$ cat src/rtl/seg7_scan.sv
// seg7_scan: four-digit multiplexed seven-segment driver for an MM:SS BCD clock.
// Scans one digit per slot and snapshots the digits once per frame so that a
// frame never mixes old and new values. It blinks the field being adjusted,
// can blank a leading minute zero, and lights DP after digit 2 as the MM.SS
// separator.
module seg7_scan #(
    parameter int unsigned SCAN_DIV       = 100000,
    parameter int unsigned BLINK_DIV      = 25000000,
    parameter bit          AN_ACTIVE_LOW  = 1'b1,
    parameter bit          SEG_ACTIVE_LOW = 1'b1
) (
    input  logic       clk,
    input  logic       reset,
    input  logic [3:0] min_ten,
    input  logic [3:0] min_one,
    input  logic [3:0] sec_ten,
    input  logic [3:0] sec_one,
    input  logic       adj_min,
    input  logic       adj_sec,
    input  logic       blank_lz,
    output logic [6:0] seg,
    output logic       dp,
    output logic [3:0] an
);

    localparam int unsigned SCAN_W  = (SCAN_DIV  > 2) ? $clog2(SCAN_DIV)  : 1;
    localparam int unsigned BLINK_W = (BLINK_DIV > 2) ? $clog2(BLINK_DIV) : 1;
    localparam logic [SCAN_W-1:0]  SCAN_MAX  = SCAN_W'(SCAN_DIV - 1);
    localparam logic [BLINK_W-1:0] BLINK_MAX = BLINK_W'(BLINK_DIV - 1);

    // Idle (all-off) pin levels. These are also the reset levels of the pins.
    localparam logic [3:0] AN_OFF  = {4{AN_ACTIVE_LOW}};
    localparam logic [6:0] SEG_OFF = {7{SEG_ACTIVE_LOW}};

    // Slot and frame timing.
    logic [SCAN_W-1:0]  scan_cnt_q, scan_cnt_d;
    logic [1:0]         idx_q, idx_d;
    logic               scan_wrap;

    // Free-running blink timebase.
    logic [BLINK_W-1:0] blink_cnt_q, blink_cnt_d;
    logic               blink_ph_q, blink_ph_d;

    // Per-frame digit snapshot. Index 3 is min_ten and index 0 is sec_one.
    logic [3:0][3:0]    snap_q, snap_d;

    // Registered pins.
    logic [3:0]         an_q, an_d;
    logic [6:0]         seg_q, seg_d;
    logic               dp_q, dp_d;

    // Internal active-high view of the pins before the polarity is applied.
    logic [3:0]         cur_digit;
    logic               guard;
    logic               blank;
    logic [3:0]         an_act;
    logic [6:0]         seg_act;
    logic               dp_act;

    // BCD to segments {g,f,e,d,c,b,a}, active-high. Non-BCD codes show a dash.
    function automatic logic [6:0] decode(input logic [3:0] bcd);
        logic [6:0] s;
        s = 7'h40;
        case (bcd)
            4'd0: s = 7'h3F;
            4'd1: s = 7'h06;
            4'd2: s = 7'h5B;
            4'd3: s = 7'h4F;
            4'd4: s = 7'h66;
            4'd5: s = 7'h6D;
            4'd6: s = 7'h7D;
            4'd7: s = 7'h07;
            4'd8: s = 7'h7F;
            4'd9: s = 7'h6F;
            default: s = 7'h40;
        endcase
        return s;
    endfunction

    // Next-state logic for the scan counter, the digit index, the frame snapshot and blinking.
    always_comb begin
        // NOTE: every signal gets a default first, so no path leaves it unassigned and no latch is inferred.
        scan_cnt_d  = scan_cnt_q;
        idx_d       = idx_q;
        snap_d      = snap_q;
        blink_cnt_d = blink_cnt_q;
        blink_ph_d  = blink_ph_q;

        scan_wrap = (scan_cnt_q == SCAN_MAX);
        if (scan_wrap) begin
            scan_cnt_d = '0;
            idx_d      = idx_q + 2'd1;
            // Latch all digits together as the frame restarts at digit 0.
            if (idx_q == 2'd3) begin
                snap_d = {min_ten, min_one, sec_ten, sec_one};
            end
        end else begin
            scan_cnt_d = scan_cnt_q + SCAN_W'(1);
        end

        if (blink_cnt_q == BLINK_MAX) begin
            blink_cnt_d = '0;
            blink_ph_d  = ~blink_ph_q;
        end else begin
            blink_cnt_d = blink_cnt_q + BLINK_W'(1);
        end
    end

    // Pin values for the current slot. They are registered on the next edge, which gives one cycle of latency.
    always_comb begin
        cur_digit = snap_q[idx_q];
        guard     = (scan_cnt_q == '0);
        blank     = (adj_sec  && blink_ph_q && !idx_q[1])
                 || (adj_min  && blink_ph_q &&  idx_q[1])
                 || (blank_lz && (idx_q == 2'd3) && (snap_q[3] == 4'd0));

        an_act  = guard ? 4'b0000 : (4'b0001 << idx_q);
        seg_act = (guard || blank) ? 7'h00 : decode(cur_digit);
        dp_act  = !guard && (idx_q == 2'd2) && !blank;

        an_d  = AN_ACTIVE_LOW  ? ~an_act  : an_act;
        seg_d = SEG_ACTIVE_LOW ? ~seg_act : seg_act;
        dp_d  = SEG_ACTIVE_LOW ? ~dp_act  : dp_act;
    end

    // State and output registers. All of them return to their reset values asynchronously.
    always_ff @(posedge clk or negedge reset) begin
        if (!reset) begin
            scan_cnt_q  <= '0;
            idx_q       <= '0;
            blink_cnt_q <= '0;
            blink_ph_q  <= 1'b0;
            // NOTE: the snapshot is a few flops rather than a RAM, so resetting it is cheap and gives a defined first frame.
            snap_q      <= '0;
            an_q        <= AN_OFF;
            seg_q       <= SEG_OFF;
            dp_q        <= SEG_ACTIVE_LOW;
        end else begin
            // NOTE: non-blocking updates let every flop sample the values from before this edge.
            scan_cnt_q  <= scan_cnt_d;
            idx_q       <= idx_d;
            blink_cnt_q <= blink_cnt_d;
            blink_ph_q  <= blink_ph_d;
            snap_q      <= snap_d;
            an_q        <= an_d;
            seg_q       <= seg_d;
            dp_q        <= dp_d;
        end
    end

    assign an  = an_q;
    assign seg = seg_q;
    assign dp  = dp_q;

endmodule
$ cat config.mk
export PLATFORM = sky130hd
export DESIGN_NAME = seg7_scan
export DESIGN_NICKNAME = d
export VERILOG_FILES = /design/src/rtl/seg7_scan.sv
export SDC_FILE = /design/constraint.sdc
export NUM_CORES = 1
export LEC_CHECK = 0
export ABC_AREA = 1
export BUFFER_PORTS_ARGS = -buffer_cell sky130_fd_sc_hd__buf_2
export CORE_UTILIZATION = 25
export CTS_CLUSTER_DIAMETER = 60
export DETAILED_ROUTE_END_ITERATION = 6
export MAX_ROUTING_LAYER = met4
export PLACE_DENSITY = 0.36
export SLEW_MARGIN = 30
export SYNTH_ARGS = -nofsm -noshare
export SYNTH_HDL_FRONTEND = slang
export SYNTH_SLANG_ARGS = --single-unit
$ cat constraint.sdc
create_clock -name clk -period 3.32 [get_ports clk]
set_input_delay 0.498 -clock clk [delete_from_list [all_inputs] [get_ports clk]]
set_output_delay 0.498 -clock clk [all_outputs]
set_load 0.02 [all_outputs]
* Word level (Yosys, flattened, before mapping)
Memories as Yosys holds them, arrays and structs flattened.
Index checks and enable logic that the tools add are counted.
** Storage, ports and cells
- Logic and storage cells :: 48
- Input port bits :: 21
- Memories kept :: 1
- Register bits :: 73
- Output and inout port bits :: 12
- Memory bits (read-only) :: 112
** Memory list
- (no name shown) :: words 16, width 7, read ports 1, clocked after Yosys merged registers in 0, wr ports 0, RTL line 64 : case (bcd)
** Operators by class
- Bitwise operators :: 4
- Shift operators :: 1
- Equal/unequal tests :: 4
- Reduce and logical (&&, ||, !) cells :: 17
- $add $sub $neg :: 3
- Order comparisons :: 1
- Muxes and demuxes :: 6
** Operators with widths (count)
- 25-bit by 1-bit adder with 25-bit output, second input constant :: 1
- 25-bit == test, second input constant :: 1
- 25-bit 2-to-1 mux :: 1
- 17-bit by 1-bit adder with 17-bit output, second input constant :: 1
- 17-bit == test, second input constant :: 1
- 17-bit logical NOT :: 1
- 17-bit 2-to-1 mux :: 1
- 4-bit binary-select mux with 2-bit select :: 1
- 1-bit logical AND :: 8
- 4-bit 2-to-1 mux :: 2
- 7-bit 2-to-1 mux :: 1
- 7-bit inverter :: 1
- 2-bit == test, second input constant :: 2
- 4-bit logical NOT :: 1
- 4-bit inverter :: 1
- 1-bit by 2-bit << shifter with 4-bit output, first input constant :: 1
- 1-bit logical NOT :: 3
- 1-bit logical OR :: 3
- 2-bit by 3-bit < comparator with 1-bit output, second input constant :: 1
- 2-bit by 1-bit adder with 2-bit output, second input constant :: 1
- 1-bit inverter :: 2
- 2-bit AND reduction :: 1

* Logic depth before layout (Yosys ltp)
- Depth in word-level cells :: 7
- Gate-level depth with buffers :: 11
- Mapped depth without buffers :: 10

* Least setup slack after synthesis
OpenSTA, ideal clock, no wires.
- Path type :: register to register
- Start :: reg idx_q[0]
- End :: reg seg_q[3], in the netlist seg[3]
- Buffers on the path :: 1
- Period minus slack after synthesis :: 1.765 ns
- Cell stages (with the launch flop) :: 10
- Library setup time :: 0.095 ns
- Arrival time :: 1.670 ns
- Path slack :: 1.555 ns
- Required time :: 3.225 ns
- Path through :: dfrtp_1 buf_4 inv_2 nand2_1 a32oi_1 inv_1 ha_1 nand3_1 nand3_1 nand3_1
** Between the ends
- Cells in the longest elaborated chain, start to end :: 7
- Elaborated cells on any way between the ends :: 10
- Classes of those cells :: eq/ne (1); mux (3); bitwise (1); reduce/logical (4); memory (1)
** RTL lines
- start, declared :: RTL line 37 : logic [1:0] idx_q, idx_d;
- start signal, assigned :: RTL line 141 : idx_q <= idx_d;
- parallel branches: the longest is 5 deep, another holds memory read 16 x 7 bit
- 7-bit 2-to-1 mux * :: RTL line 118 : seg_act = (guard || blank) ? 7'h00 : decode(cur_digit);
- 7-bit inverter * :: RTL line 122 : seg_d = SEG_ACTIVE_LOW ? ~seg_act : seg_act;
- net seg_d[3] :: RTL line 49 : logic [6:0] seg_q, seg_d;
- end signal, assigned :: RTL line 146 : seg_q <= seg_d;
- end, declared :: RTL line 49
Mark *: on every way through the listed nets, which the timed path passes. The select of a mux whose other input is x is not followed.
A chain may end at the register's enable or synchronous reset.

* Final worst setup path
Ends and elaborated chain as after synthesis.

==> reports/qor.json <==
{
  "run_status": {
    "status": "complete, no violations"
  },
  "timing": {
    "hold_viol_final": 0,
    "worstMarginPinSlew_ns": 0.799,
    "fin_tns_setup_ns": 0,
    "fin_worst_skew_ns": 0.00733,
    "fmax_mhz": 481,
    "finalWorstPathRequiredPeriod_ns": 2.08,
    "slew_headroom": 0.467,
    "final_setup_violation_count": 0,
    "drv_slew": 0,
    "fin_crit_share": 0.626,
    "rsz0062_at_grt": "no"
  },
  "routing": {
    "final_antenna_net_count": 0,
    "via_count": 3281,
    "detailed_routing_iterations_pass_1": 6,
    "dr.first_iter.drc_count": 101,
    "route.detailed.drc": 0,
    "avgViaCountPerCell": 4.22,
    "wirelength_mm": 9.95,
    "routed_wire_length_per_instance_um": 12.8
  },
  "global_route": {
    "first_pass_grt_wire_length_mm": 17.1,
    "antenna_found_initial": 0,
    "grt_start_max_net_pins": 74,
    "globalRouteTotalUtil": 0.138,
    "grt_overflow_total": 0,
    "grt_pass1_vias": 3423
  },
  "clock_network": {
    "cts_num_sinks": 73,
    "numCtsBuffers": 9,
    "cts_resized": 0,
    "tritoncts_clock_tree": "yes",
    "htree_num_levels": 3,
    "root_buffer": "sky130_fd_sc_hd__clkbuf_16",
    "hold_buffers": 0,
    "cts_post_setup_buffers_inserted": 0,
    "max-clock-path-buffers": 2,
    "path_clk_slew_ns": 0.06,
    "clock_latency_ns": 0.34
  },
  "pwr": {
    "leakage_uw": 0.00220,
    "power-per-cell-area_mw_per_mm2": 427,
    "fin_total_pwr_uw": 2030,
    "vdd.ir_drop.worst_mv": 0.265
  },
  "logic_synthesis": {
    "yosys_warnings": 0,
    "synth_ff_type": "sky130_fd_sc_hd__dfrtp_1",
    "syn_area_mm2": 0.00408,
    "post_synth_num_cell_types": 35,
    "nets_in_the_synthesized_netlist": 555,
    "syn-mean-instance-area_um2": 7.83,
    "synth_edf_count": 0,
    "synth.yosys.seq_area_share": 0.452,
    "synthArstFlopShare": 1.00,
    "synth_cells": 521,
    "synth_seq_cells": 73
  },
  "cells_and_area": {
    "mostFrequentLayoutCell": "sky130_fd_sc_hd__nand2_1",
    "finish.net_count": 591,
    "share_of_final_layout_standard_cells_stronger_than_drive_strength_1": 0.162,
    "antenna-diode-count": 0,
    "fin_area_mm2": 0.00476,
    "most_frequent_cells_in_the_layout": "sky130_fd_sc_hd__nand2_1 (158), sky130_fd_sc_hd__nor2_1 (72), sky130_fd_sc_hd__dfrtp_1 (61)",
    "fillerInstances": 1741,
    "syn_to_final_growth_pct": 16.8
  },
  "critical_path": {
    "reg2reg_slack_ns": 1.24,
    "critPathArrivalTime_ns": 2.32,
    "worstSetupStartpointType": "flip-flop",
    "rr_worst_depth": 8,
    "family_of_cells_with_the_greatest_summed_delay_on_the_critical_path": "flip-flops",
    "cp.buffers_inverters": 2,
    "longest_individual_stage_delay_on_the_worst_path_ns": 0.52,
    "crit_fanout": 12,
    "critPathSlowestCell": "sky130_fd_sc_hd__dfrtp_1",
    "timing.critical_path.mode_cell": "sky130_fd_sc_hd__nand3_1",
    "worst_r2r_startpoint": "idx_q[0]",
    "setup.worst_path.end_class": "flip-flop",
    "crit_path_cell_trace": "inv_2 -> nand2_1 -> a32oi_1 -> inv_1 -> ha_1 -> nand3_1 -> nand3_1 -> nand3_1",
    "crit_required_ns": 3.57,
    "worst_r2r_endpoint": "seg[3]",
    "criticalPathCategory": "flip-flop to flip-flop"
  },
  "die": {
    "core_mm2": 0.0159,
    "initial_core_util": 0.257,
    "pin_count": 33,
    "floorplan.die.height_um": 130,
    "floorplan.rows": 46,
    "die_area_mm2": 0.0168,
    "fp.dieW_um": 130
  },
  "placement": {
    "dpl-instance-area_mm2": 0.00443,
    "place_congestion": 0.803,
    "placed_wire_length_estimate_mm": 7.22,
    "place.port_buffers": 32
  },
  "job": {
    "maxCapViolCount": 0
  },
  "min_path": {
    "min_path_type": "primary input to async pin"
  }
}
-- cell usage after synthesis, types with 2 or more instances --
library cell,count,share of area
sky130_fd_sc_hd__nor2_1,72,0.066
sky130_fd_sc_hd__inv_1,51,0.047
sky130_fd_sc_hd__nor2_4,2,0.0055
sky130_fd_sc_hd__inv_2,5,0.0046
sky130_fd_sc_hd__xnor2_1,3,0.0064
sky130_fd_sc_hd__dfstp_2,12,0.077
sky130_fd_sc_hd__nand3_1,59,0.072
sky130_fd_sc_hd__a21oi_1,3,0.0037
sky130_fd_sc_hd__nand3b_1,5,0.0092
sky130_fd_sc_hd__dfrtp_1,61,0.37
sky130_fd_sc_hd__nor2_2,15,0.023
sky130_fd_sc_hd__ha_1,13,0.040
sky130_fd_sc_hd__nand4_1,5,0.0077
sky130_fd_sc_hd__buf_8,2,0.0074
sky130_fd_sc_hd__nand2_1,158,0.15
sky130_fd_sc_hd__nand2_2,3,0.0046
sky130_fd_sc_hd__nor3_1,10,0.012
sky130_fd_sc_hd__o21ai_0,9,0.011
sky130_fd_sc_hd__xor2_1,17,0.037
-- registers in the layout (all words and copies together) (netlist names) --
signal,count
snap_q,16
seg,7
scan_cnt_q,17
an,4
blink_cnt_q,25
idx_q,2
blink_ph_q,1
dp,1
-- worst max path at each step --
stage | from | endpoint | slack, ns | depth (start not counted)
finish | idx_q[0] | seg[3] | 1.24 | 8
global placement | idx_q[0] | seg[3] | 1.39 | 8
CTS | idx_q[0] | seg[3] | 1.24 | 8
detailed placement | idx_q[0] | seg[3] | 1.25 | 8
global route | idx_q[0] | seg[3] | 0.96 | 8
floorplan | idx_q[0] | seg[3] | 1.56 | 9
-- final cells by class --
cell class              count  area, um2  share of cell area
multi-input cells         383       1920               0.404
flip-flops and latches     73       1840               0.387
well taps                 216        270              0.0567
clock buffers              11        233              0.0488
inverters                  58        225              0.0473
repair buffers             32        166              0.0349
clock inverters             5        104              0.0218
-- metal layers --
metal  vias to the layer above  share of wire  routed length, um  GRT usage
met5                         -              0                  0          -
met4                         0          0.019                187     0.0540
met3                        13          0.026                262     0.0336
met2                        34           0.49               4900      0.228
met1                      1528           0.46               4600      0.163
li1                       1706              -                  -          -
-- power breakdown --
| group | switching, uW | internal [uW] |
|---|---|---|
| logic | 21.4 | 8.92 |
| registers | 0 | 891 |
| clock network | 378 | 734 |
-- cell families (layout without fill, tap and decap cells) --
family | Yosys count | after routing | synth area share
compound gates | 15 | 15 | 0.0202
xor+xnor | 20 | 20 | 0.0429
fa+ha+maj | 13 | 13 | 0.0399
buf+inv | 65 | 106 | 0.0767
flops | 73 | 73 | 0.452
simple gates | 335 | 335 | 0.369
-- stage by stage --
stage	worst slack, ns	utilization	hold slack [ns]	std cells
finish	1.24	0.300	0.188	778
floorplan	1.56	-	0.202	521
detailed placement	1.25	0.279	0.471	762
CTS	1.24	0.300	0.215	778
global route	0.956	0.300	0.244	778
global placement	1.39	0.279	0.468	762
(Power assumes the default switching activity.)
